--- config.mk ---
export PLATFORM = sky130hd
export DESIGN_NAME = panda_risc_v_lsu_core
export DESIGN_NICKNAME = d
export VERILOG_FILES = /design/src/rtl/panda_risc_v_lsu_pkg.sv /design/src/rtl/panda_risc_v_lsu_data_fmt.sv /design/src/rtl/panda_risc_v_lsu_core.sv
export SDC_FILE = /design/constraint.sdc
export NUM_CORES = 1
export LEC_CHECK = 0
export CORE_MARGIN = 1
export CORE_UTILIZATION = 38
export CTS_BUF_LIST = sky130_fd_sc_hd__clkbuf_16
export DETAILED_ROUTE_END_ITERATION = 10
export GPL_ROUTABILITY_DRIVEN = 0
export PLACE_DENSITY = 0.78
export REMOVE_ABC_BUFFERS = 1
export SYNTH_ARGS = -nofsm -noshare
export SYNTH_HDL_FRONTEND = slang
export SYNTH_SLANG_ARGS = --single-unit
--- constraint.sdc ---
create_clock -name clk -period 1.45 [get_ports clk]
set_input_delay 0.29 -clock clk [delete_from_list [all_inputs] [get_ports clk]]
set_output_delay 0.29 -clock clk [all_outputs]
set_load 0.03 [all_outputs]
--- src/rtl/panda_risc_v_lsu_pkg.sv ---
// panda_risc_v_lsu_pkg: shared error codes, ls_type encodings and FSM states for the LSU
package panda_risc_v_lsu_pkg;
  localparam logic [1:0] DBUS_ACCESS_NORMAL = 2'b00;
  localparam logic [1:0] DBUS_ACCESS_LS_UNALIGNED = 2'b01;
  localparam logic [1:0] DBUS_ACCESS_BUS_ERR = 2'b10;
  localparam logic [1:0] DBUS_ACCESS_TIMEOUT = 2'b11;
  localparam logic [2:0] LS_TYPE_B = 3'b000;
  localparam logic [2:0] LS_TYPE_H = 3'b001;
  localparam logic [2:0] LS_TYPE_W = 3'b010;
  localparam logic [2:0] LS_TYPE_BU = 3'b100;
  localparam logic [2:0] LS_TYPE_HU = 3'b101;
  typedef enum logic [1:0] {IDLE, CMD, RSP, WBK} lsu_state_t;
  // Any code other than the byte/half forms is treated as a word access
  function automatic logic is_unaligned(input logic [2:0] t, input logic [1:0] a);
    return (t == LS_TYPE_B || t == LS_TYPE_BU) ? 1'b0 :
           (t == LS_TYPE_H || t == LS_TYPE_HU) ? a[0] : |a;
  endfunction
endpackage

--- src/rtl/panda_risc_v_lsu_data_fmt.sv ---
// panda_risc_v_lsu_data_fmt: store lane/mask generation and load extraction/extension
module panda_risc_v_lsu_data_fmt
  import panda_risc_v_lsu_pkg::*;
(
  input  logic        st_sel,
  input  logic [2:0]  st_type,
  input  logic [1:0]  st_ofs,
  input  logic [31:0] din,
  output logic [31:0] wdata,
  output logic [3:0]  wmask,
  input  logic [2:0]  ld_type,
  input  logic [1:0]  ld_ofs,
  input  logic [31:0] rdata,
  output logic [31:0] ld_data
);
  logic byte_st, half_st;
  logic [31:0] sh;
  always_comb begin
    byte_st = st_type == LS_TYPE_B || st_type == LS_TYPE_BU;
    half_st = st_type == LS_TYPE_H || st_type == LS_TYPE_HU;
    wdata = byte_st ? {4{din[7:0]}} : half_st ? {2{din[15:0]}} : din;
    wmask = !st_sel ? 4'b0000 : byte_st ? 4'b0001 << st_ofs : half_st ? 4'b0011 << st_ofs : 4'b1111;
    sh = rdata >> {ld_ofs, 3'b000};
    ld_data = ld_type == LS_TYPE_B  ? {{24{sh[7]}}, sh[7:0]} :
              ld_type == LS_TYPE_BU ? {24'd0, sh[7:0]} :
              ld_type == LS_TYPE_H  ? {{16{sh[15]}}, sh[15:0]} :
              ld_type == LS_TYPE_HU ? {16'd0, sh[15:0]} : sh;
  end
endmodule

--- src/rtl/panda_risc_v_lsu_core.sv ---
// panda_risc_v_lsu_core: single-outstanding LSU; bus timeout/stale drain under PANDA_RISC_V_LSU_TIMEOUT_EN
module panda_risc_v_lsu_core
  import panda_risc_v_lsu_pkg::*;
#(
  parameter real simulation_delay = 1,
  parameter int  dbus_timeout_th = 32
) (
  input  logic        clk,
  input  logic        rst,
  input  logic        s_req_ls_sel,
  input  logic [2:0]  s_req_ls_type,
  input  logic [4:0]  s_req_rd_id,
  input  logic [31:0] s_req_ls_addr,
  input  logic [31:0] s_req_ls_din,
  input  logic        s_req_valid,
  output logic        s_req_ready,
  output logic [31:0] m_dbus_cmd_addr,
  output logic        m_dbus_cmd_read,
  output logic [31:0] m_dbus_cmd_wdata,
  output logic [3:0]  m_dbus_cmd_wmask,
  output logic        m_dbus_cmd_valid,
  input  logic        m_dbus_cmd_ready,
  input  logic [31:0] m_dbus_rsp_rdata,
  input  logic        m_dbus_rsp_err,
  input  logic        m_dbus_rsp_valid,
  output logic        m_dbus_rsp_ready,
  output logic        m_lsu_wbk_ls_sel,
  output logic [4:0]  m_lsu_wbk_rd_id_for_ld,
  output logic [31:0] m_lsu_wbk_dout,
  output logic [31:0] m_lsu_wbk_ls_addr,
  output logic [1:0]  m_lsu_wbk_err,
  output logic        m_lsu_wbk_valid,
  input  logic        m_lsu_wbk_ready
);
  if (simulation_delay < 0.0 || dbus_timeout_th < 2) begin : g_param_chk
    $error("panda_risc_v_lsu_core: bad parameters");
  end
  lsu_state_t state, state_nxt;
  logic [2:0] type_q;
  logic [31:0] wdata, ld_data;
  logic [3:0] wmask;
  logic accept, unaligned, cmd_hs, rsp_hs, timeout, stale;
  assign unaligned = is_unaligned(s_req_ls_type, s_req_ls_addr[1:0]);
  assign s_req_ready = state == IDLE && !stale;
  assign accept = s_req_valid && s_req_ready;
  assign cmd_hs = state == CMD && m_dbus_cmd_ready;
  assign rsp_hs = state == RSP && m_dbus_rsp_valid;
  assign m_dbus_cmd_valid = state == CMD;
  assign m_dbus_rsp_ready = state == RSP || stale;
  assign m_lsu_wbk_valid = state == WBK;
  panda_risc_v_lsu_data_fmt u_fmt (
    .st_sel(s_req_ls_sel),
    .st_type(s_req_ls_type),
    .st_ofs(s_req_ls_addr[1:0]),
    .din(s_req_ls_din),
    .wdata(wdata),
    .wmask(wmask),
    .ld_type(type_q),
    .ld_ofs(m_lsu_wbk_ls_addr[1:0]),
    .rdata(m_dbus_rsp_rdata),
    .ld_data(ld_data)
  );
`ifdef PANDA_RISC_V_LSU_TIMEOUT_EN
  localparam int CW = $clog2(dbus_timeout_th) + 1;
  logic [CW-1:0] cnt;
  // A completing handshake in the last allowed cycle beats the timeout
  assign timeout = (state == CMD || state == RSP) && cnt == CW'(dbus_timeout_th - 1) && !cmd_hs && !rsp_hs;
  always_ff @(posedge clk) begin
    if (rst) begin
      cnt <= '0;
      stale <= 1'b0;
    end else begin
      cnt <= accept ? '0 : (state == CMD || state == RSP) ? cnt + 1'b1 : cnt;
      stale <= (state == RSP && timeout) ? 1'b1 : m_dbus_rsp_valid ? 1'b0 : stale;
    end
  end
`else
  assign timeout = 1'b0;
  assign stale = 1'b0;
`endif
  always_comb begin
    state_nxt = state;
    unique case (state)
      IDLE: state_nxt = accept ? (unaligned ? WBK : CMD) : IDLE;
      CMD: state_nxt = cmd_hs ? RSP : timeout ? WBK : CMD;
      RSP: state_nxt = (rsp_hs || timeout) ? WBK : RSP;
      default: state_nxt = m_lsu_wbk_ready ? IDLE : WBK;
    endcase
  end
  always_ff @(posedge clk) begin
    if (rst) begin
      state <= IDLE;
      type_q <= '0;
      m_dbus_cmd_addr <= '0;
      m_dbus_cmd_read <= 1'b0;
      m_dbus_cmd_wdata <= '0;
      m_dbus_cmd_wmask <= '0;
      m_lsu_wbk_ls_sel <= 1'b0;
      m_lsu_wbk_rd_id_for_ld <= '0;
      m_lsu_wbk_ls_addr <= '0;
      m_lsu_wbk_dout <= '0;
      m_lsu_wbk_err <= DBUS_ACCESS_NORMAL;
    end else begin
      state <= state_nxt;
      if (accept) begin
        type_q <= s_req_ls_type;
        m_dbus_cmd_addr <= {s_req_ls_addr[31:2], 2'b00};
        m_dbus_cmd_read <= !s_req_ls_sel;
        m_dbus_cmd_wdata <= wdata;
        m_dbus_cmd_wmask <= wmask;
        m_lsu_wbk_ls_sel <= s_req_ls_sel;
        m_lsu_wbk_rd_id_for_ld <= s_req_rd_id;
        m_lsu_wbk_ls_addr <= s_req_ls_addr;
        m_lsu_wbk_dout <= '0;
        m_lsu_wbk_err <= unaligned ? DBUS_ACCESS_LS_UNALIGNED : DBUS_ACCESS_NORMAL;
      end
      if (rsp_hs) begin
        m_lsu_wbk_err <= m_dbus_rsp_err ? DBUS_ACCESS_BUS_ERR : DBUS_ACCESS_NORMAL;
        m_lsu_wbk_dout <= (m_lsu_wbk_ls_sel || m_dbus_rsp_err) ? '0 : ld_data;
      end
      if (timeout) m_lsu_wbk_err <= DBUS_ACCESS_TIMEOUT;
    end
  end
endmodule

==> impl_metrics.json <==
{
  "run_status": "finished, violations left",
  "failed_checks": "setup timing",
  "timing.final.hold_violations": 0,
  "synth.top_cells.by_area": "dfxtp_1 41%, nand2_1 11%, a21oi_1 7.3%",
  "postLayoutCellArea_um2": 9871,
  "drt-total-wl_um": 21230,
  "synthCells": 679,
  "comb_power_share_pct": 32.8,
  "initial_antenna_violation_count": 1,
  "synth_area_per_cell_um2": 8.150,
  "sequentialPowerShare_pct": 32.3,
  "setup_viol_count_final": 64,
  "syn2layout_area_growth_pct": 78.36,
  "final_util_pct": 70.29,
  "ctsRootBufferMaster": "clkbuf_16",
  "globalRouteTotalUtil_pct": 25.78,
  "grt_first_pass_wirelength_um": 29690,
  "fp.dieH_um": 122.7,
  "critPathLaunchType": "register",
  "placementRows": 43,
  "power.switching_mw": 3.636,
  "fin_cells": 1158,
  "dp.cells": 1098,
  "synth_top_cell_area_share_pct": 41.24,
  "ant_nets": 0,
  "synth.yosys.warnings": 0,
  "crit_type": "register to register",
  "final_critical_path_setup_slack_ns": -0.1448,
  "layout-drive-gt1-share_pct": 32.65,
  "number_of_buffers_created_by_cts": 17,
  "power_frac_clock_pct": 35.0,
  "synthesis.area_um2": 5534,
  "synth.ff_latch_count": 114,
  "design.die.area_um2": 15050,
  "final_min_period_over_clock_period_pct": 110.0,
  "place_ws_ns": -0.4785,
  "netSwitchingFraction_pct": 32.96,
  "cts.clk_slew.worst_paths_ns": 0.06,
  "number_of_sinks_on_the_clock_net": 114,
  "detailedRoute.firstIterationViolations": 392,
  "io-pin-count": 257,
  "start_util_pct": 39.41,
  "irDropWorstVdd_mv": 0.9168,
  "ctsHtreeMaxLevel": 4,
  "wl_per_cell_um": 18.33,
  "dp_hpwl_um": 13420,
  "worstHoldPathType": "input port to register",
  "end_kind": "register",
  "cts-hold-fix-buffers": 0,
  "timing.clock.skew_ns": 0.008715,
  "min_tclk_post_route_ns": 1.595,
  "grt_setup_unrepaired": "yes",
  "cts_buffer_depth": 2,
  "internal-power_mw": 7.394,
  "worst-endpoint-required_ns": 1.73,
  "synth_area_leader": "dfxtp_1",
  "arrival_ns": 1.88,
  "placedInstanceArea_um2": 8566,
  "max_clock_freq_mhz": 627.0,
  "design.core.area_um2": 14040,
  "numPortBuffers": 254,
  "async_reset_ff_share_pct": 0,
  "yosysUniqueCellTypes": 46,
  "first_global_vias": 5816,
  "critPathMaxFanout": 3,
  "final_net_count": 1080,
  "maxCapViolations": 0,
  "yosysSeqAreaShare_pct": 41.24,
  "route.detailed.vias_per_inst": 5.376,
  "detailedRoute.firstPassIterationCount": 5,
  "routed-via-count": 6225,
  "finalMaxSlewViolations": 0,
  "grt_max_degree": 61,
  "filler_cell_count": 1006,
  "die_w_um": 122.7,
  "dominantRegCellSynth": "dfxtp_1",
  "cts_tree": "yes",
  "leakagePower_nw": 3.893,
  "synth_enable_flop_cells": 0,
  "post-route-drc-count": 0,
  "globalRouteOverflowTotal": 0,
  "worstSkewPairLatency_ns": 0.42,
  "power_density_of_the_placed_cells_nw_per_um2": 1118
}
-- cell type report --
type	instances	area (um2)	area share, %
Antenna cell	1	2.502	0.02535
Clock buffer	17	425.4	4.310
Clock inverter	15	121.4	1.230
Inverter	4	15.01	0.1521
Multi-Input combinational cell	471	3044	30.84
Sequential cell	114	2297	23.27
Tap cell	180	225.2	2.282
Timing Repair Buffer	356	3740	37.89
-- cells in the final DEF (no fill, tap or decap), types with 4 or more instances in the layout --
| cell | n |
|---|---|
| o31ai_2 | 4 |
| clkinvlp_4 | 7 |
| a211o_1 | 7 |
| a311oi_2 | 5 |
| clkbuf_16 | 25 |
| clkdlybuf4s15_2 | 65 |
| nor2_2 | 4 |
| clkbuf_2 | 35 |
| a211oi_1 | 5 |
| o21ai_0 | 17 |
| a311oi_1 | 14 |
| inv_1 | 6 |
| o21ai_1 | 11 |
| ha_1 | 4 |
| buf_6 | 18 |
| dfxtp_1 | 108 |
| o211ai_1 | 4 |
| nor2b_1 | 9 |
| nor2_1 | 25 |
| nand2_1 | 152 |
| a22oi_1 | 4 |
| mux2i_1 | 32 |
| buf_4 | 61 |
| a32oi_1 | 7 |
| nand2_2 | 9 |
| a22o_1 | 8 |
| o31ai_1 | 6 |
| nor3_1 | 7 |
| nor2_4 | 4 |
| clkdlybuf4s50_1 | 110 |
| buf_8 | 5 |
| a2bb2oi_1 | 6 |
| a21oi_2 | 6 |
| buf_12 | 22 |
| a21oi_1 | 75 |
| clkdlybuf4s15_1 | 28 |
-- worst paths after layout --
kind	startpoint	end	slack [ns]	depth (start not counted)
min reg2reg	m_dbus_cmd_wdata[0]	m_dbus_cmd_wdata[0]	0.45	2
max reg2reg	m_lsu_wbk_ls_addr[0]	m_lsu_wbk_dout[19]	-0.14	5
max	m_lsu_wbk_ls_addr[0]	m_lsu_wbk_dout[19]	-0.14	5
min	rst	type_q[0]	0.18	2
-- sequential cells by signal, summed over array words and instances (netlist names) --
| register | flops |
|---|---|
| m_dbus_cmd_read | 1 |
| m_dbus_cmd_wdata | 32 |
| m_dbus_cmd_wmask | 4 |
| m_lsu_wbk_dout | 32 |
| m_lsu_wbk_err | 2 |
| m_lsu_wbk_ls_addr | 32 |
| m_lsu_wbk_ls_sel | 1 |
| m_lsu_wbk_rd_id_for_ld | 5 |
| state | 2 |
| type_q | 3 |
-- per-stage QoR --
stage          hold slack (ns)  setup TNS, ns  power (mW)
2_1_floorplan           0.3591        -151.92       5.049
6_report                0.1818         -2.988       11.03
5_1_grt                 0.1799         -7.706       11.44
3_5_place_dp            0.4461         -34.16       6.712
3_3_place_gp            0.4412         -31.16       6.671
4_1_cts                 0.1725         -2.113       10.65
-- Yosys cell counts (7+ instances only) --
| master | count |
|---|---|
| a211o_1 | 7 |
| a211oi_1 | 8 |
| a21oi_1 | 81 |
| a22o_1 | 8 |
| a2bb2oi_1 | 7 |
| a311oi_1 | 19 |
| a32oi_1 | 7 |
| buf_2 | 23 |
| buf_4 | 34 |
| clkbuf_1 | 29 |
| dfxtp_1 | 114 |
| mux2i_1 | 33 |
| nand2_1 | 162 |
| nor2_1 | 32 |
| nor2b_1 | 13 |
| nor3_1 | 8 |
| o21ai_0 | 17 |
| o21ai_1 | 12 |
| o31ai_1 | 11 |
-- cells by family (layout without fill, tap and decap cells) --
group | Yosys count | count (layout) | share of synthesized area (%)
multiplexers | 36 | 36 | 6.783
AO/OA/AOI/OAI | 191 | 191 | 22.11
other | 1 | 3 | 0.06776
AND/OR/NAND/NOR | 238 | 238 | 19.22
flip-flops | 114 | 114 | 41.24
buffers and inverters | 95 | 392 | 9.676
adder cells (fa/ha/maj) | 4 | 4 | 0.9044
-- per-layer routing --
layer / GRT usage, % / vias to the layer above / part of all wire (%)
met1: 27.82 / 2957 / 37
met5: 0 / - / 0
li1: - / 2927 / -
met3: 8.178 / 47 / 8.7
met2: 45.65 / 294 / 52
met4: 11.81 / 0 / 2.5
-- power by group through the flow --
stage               logic, mW  clock network [mW]  registers (mW)
floorplan               0.872                   0            4.18
global placement         3.08                   0            3.59
detailed placement       3.11                   0            3.60
CTS                      3.22                3.89            3.55
global route             3.82                4.03            3.58
finish                   3.61                3.86            3.56
-- critical path: stages (launching register included) --
cell and delay [ns]:
dfxtp_4 0.38, mux4_2 0.57, buf_6 0.15, buf_6 0.11
o221ai_2 0.16, a21oi_1 0.09
-- timing repair --
| action | in CTS | in global routing |
|---|---|---|
| pin swaps | 12 | 34 |
| gates cloned | 3 | 9 |
| hold endpoints to repair | 0 | 0 |
| buffers inserted | 10 | 8 |
| resized for setup | 365 | 113 |
| setup endpoints to repair | 167 | 147 |
(Power assumes the default switching activity.)
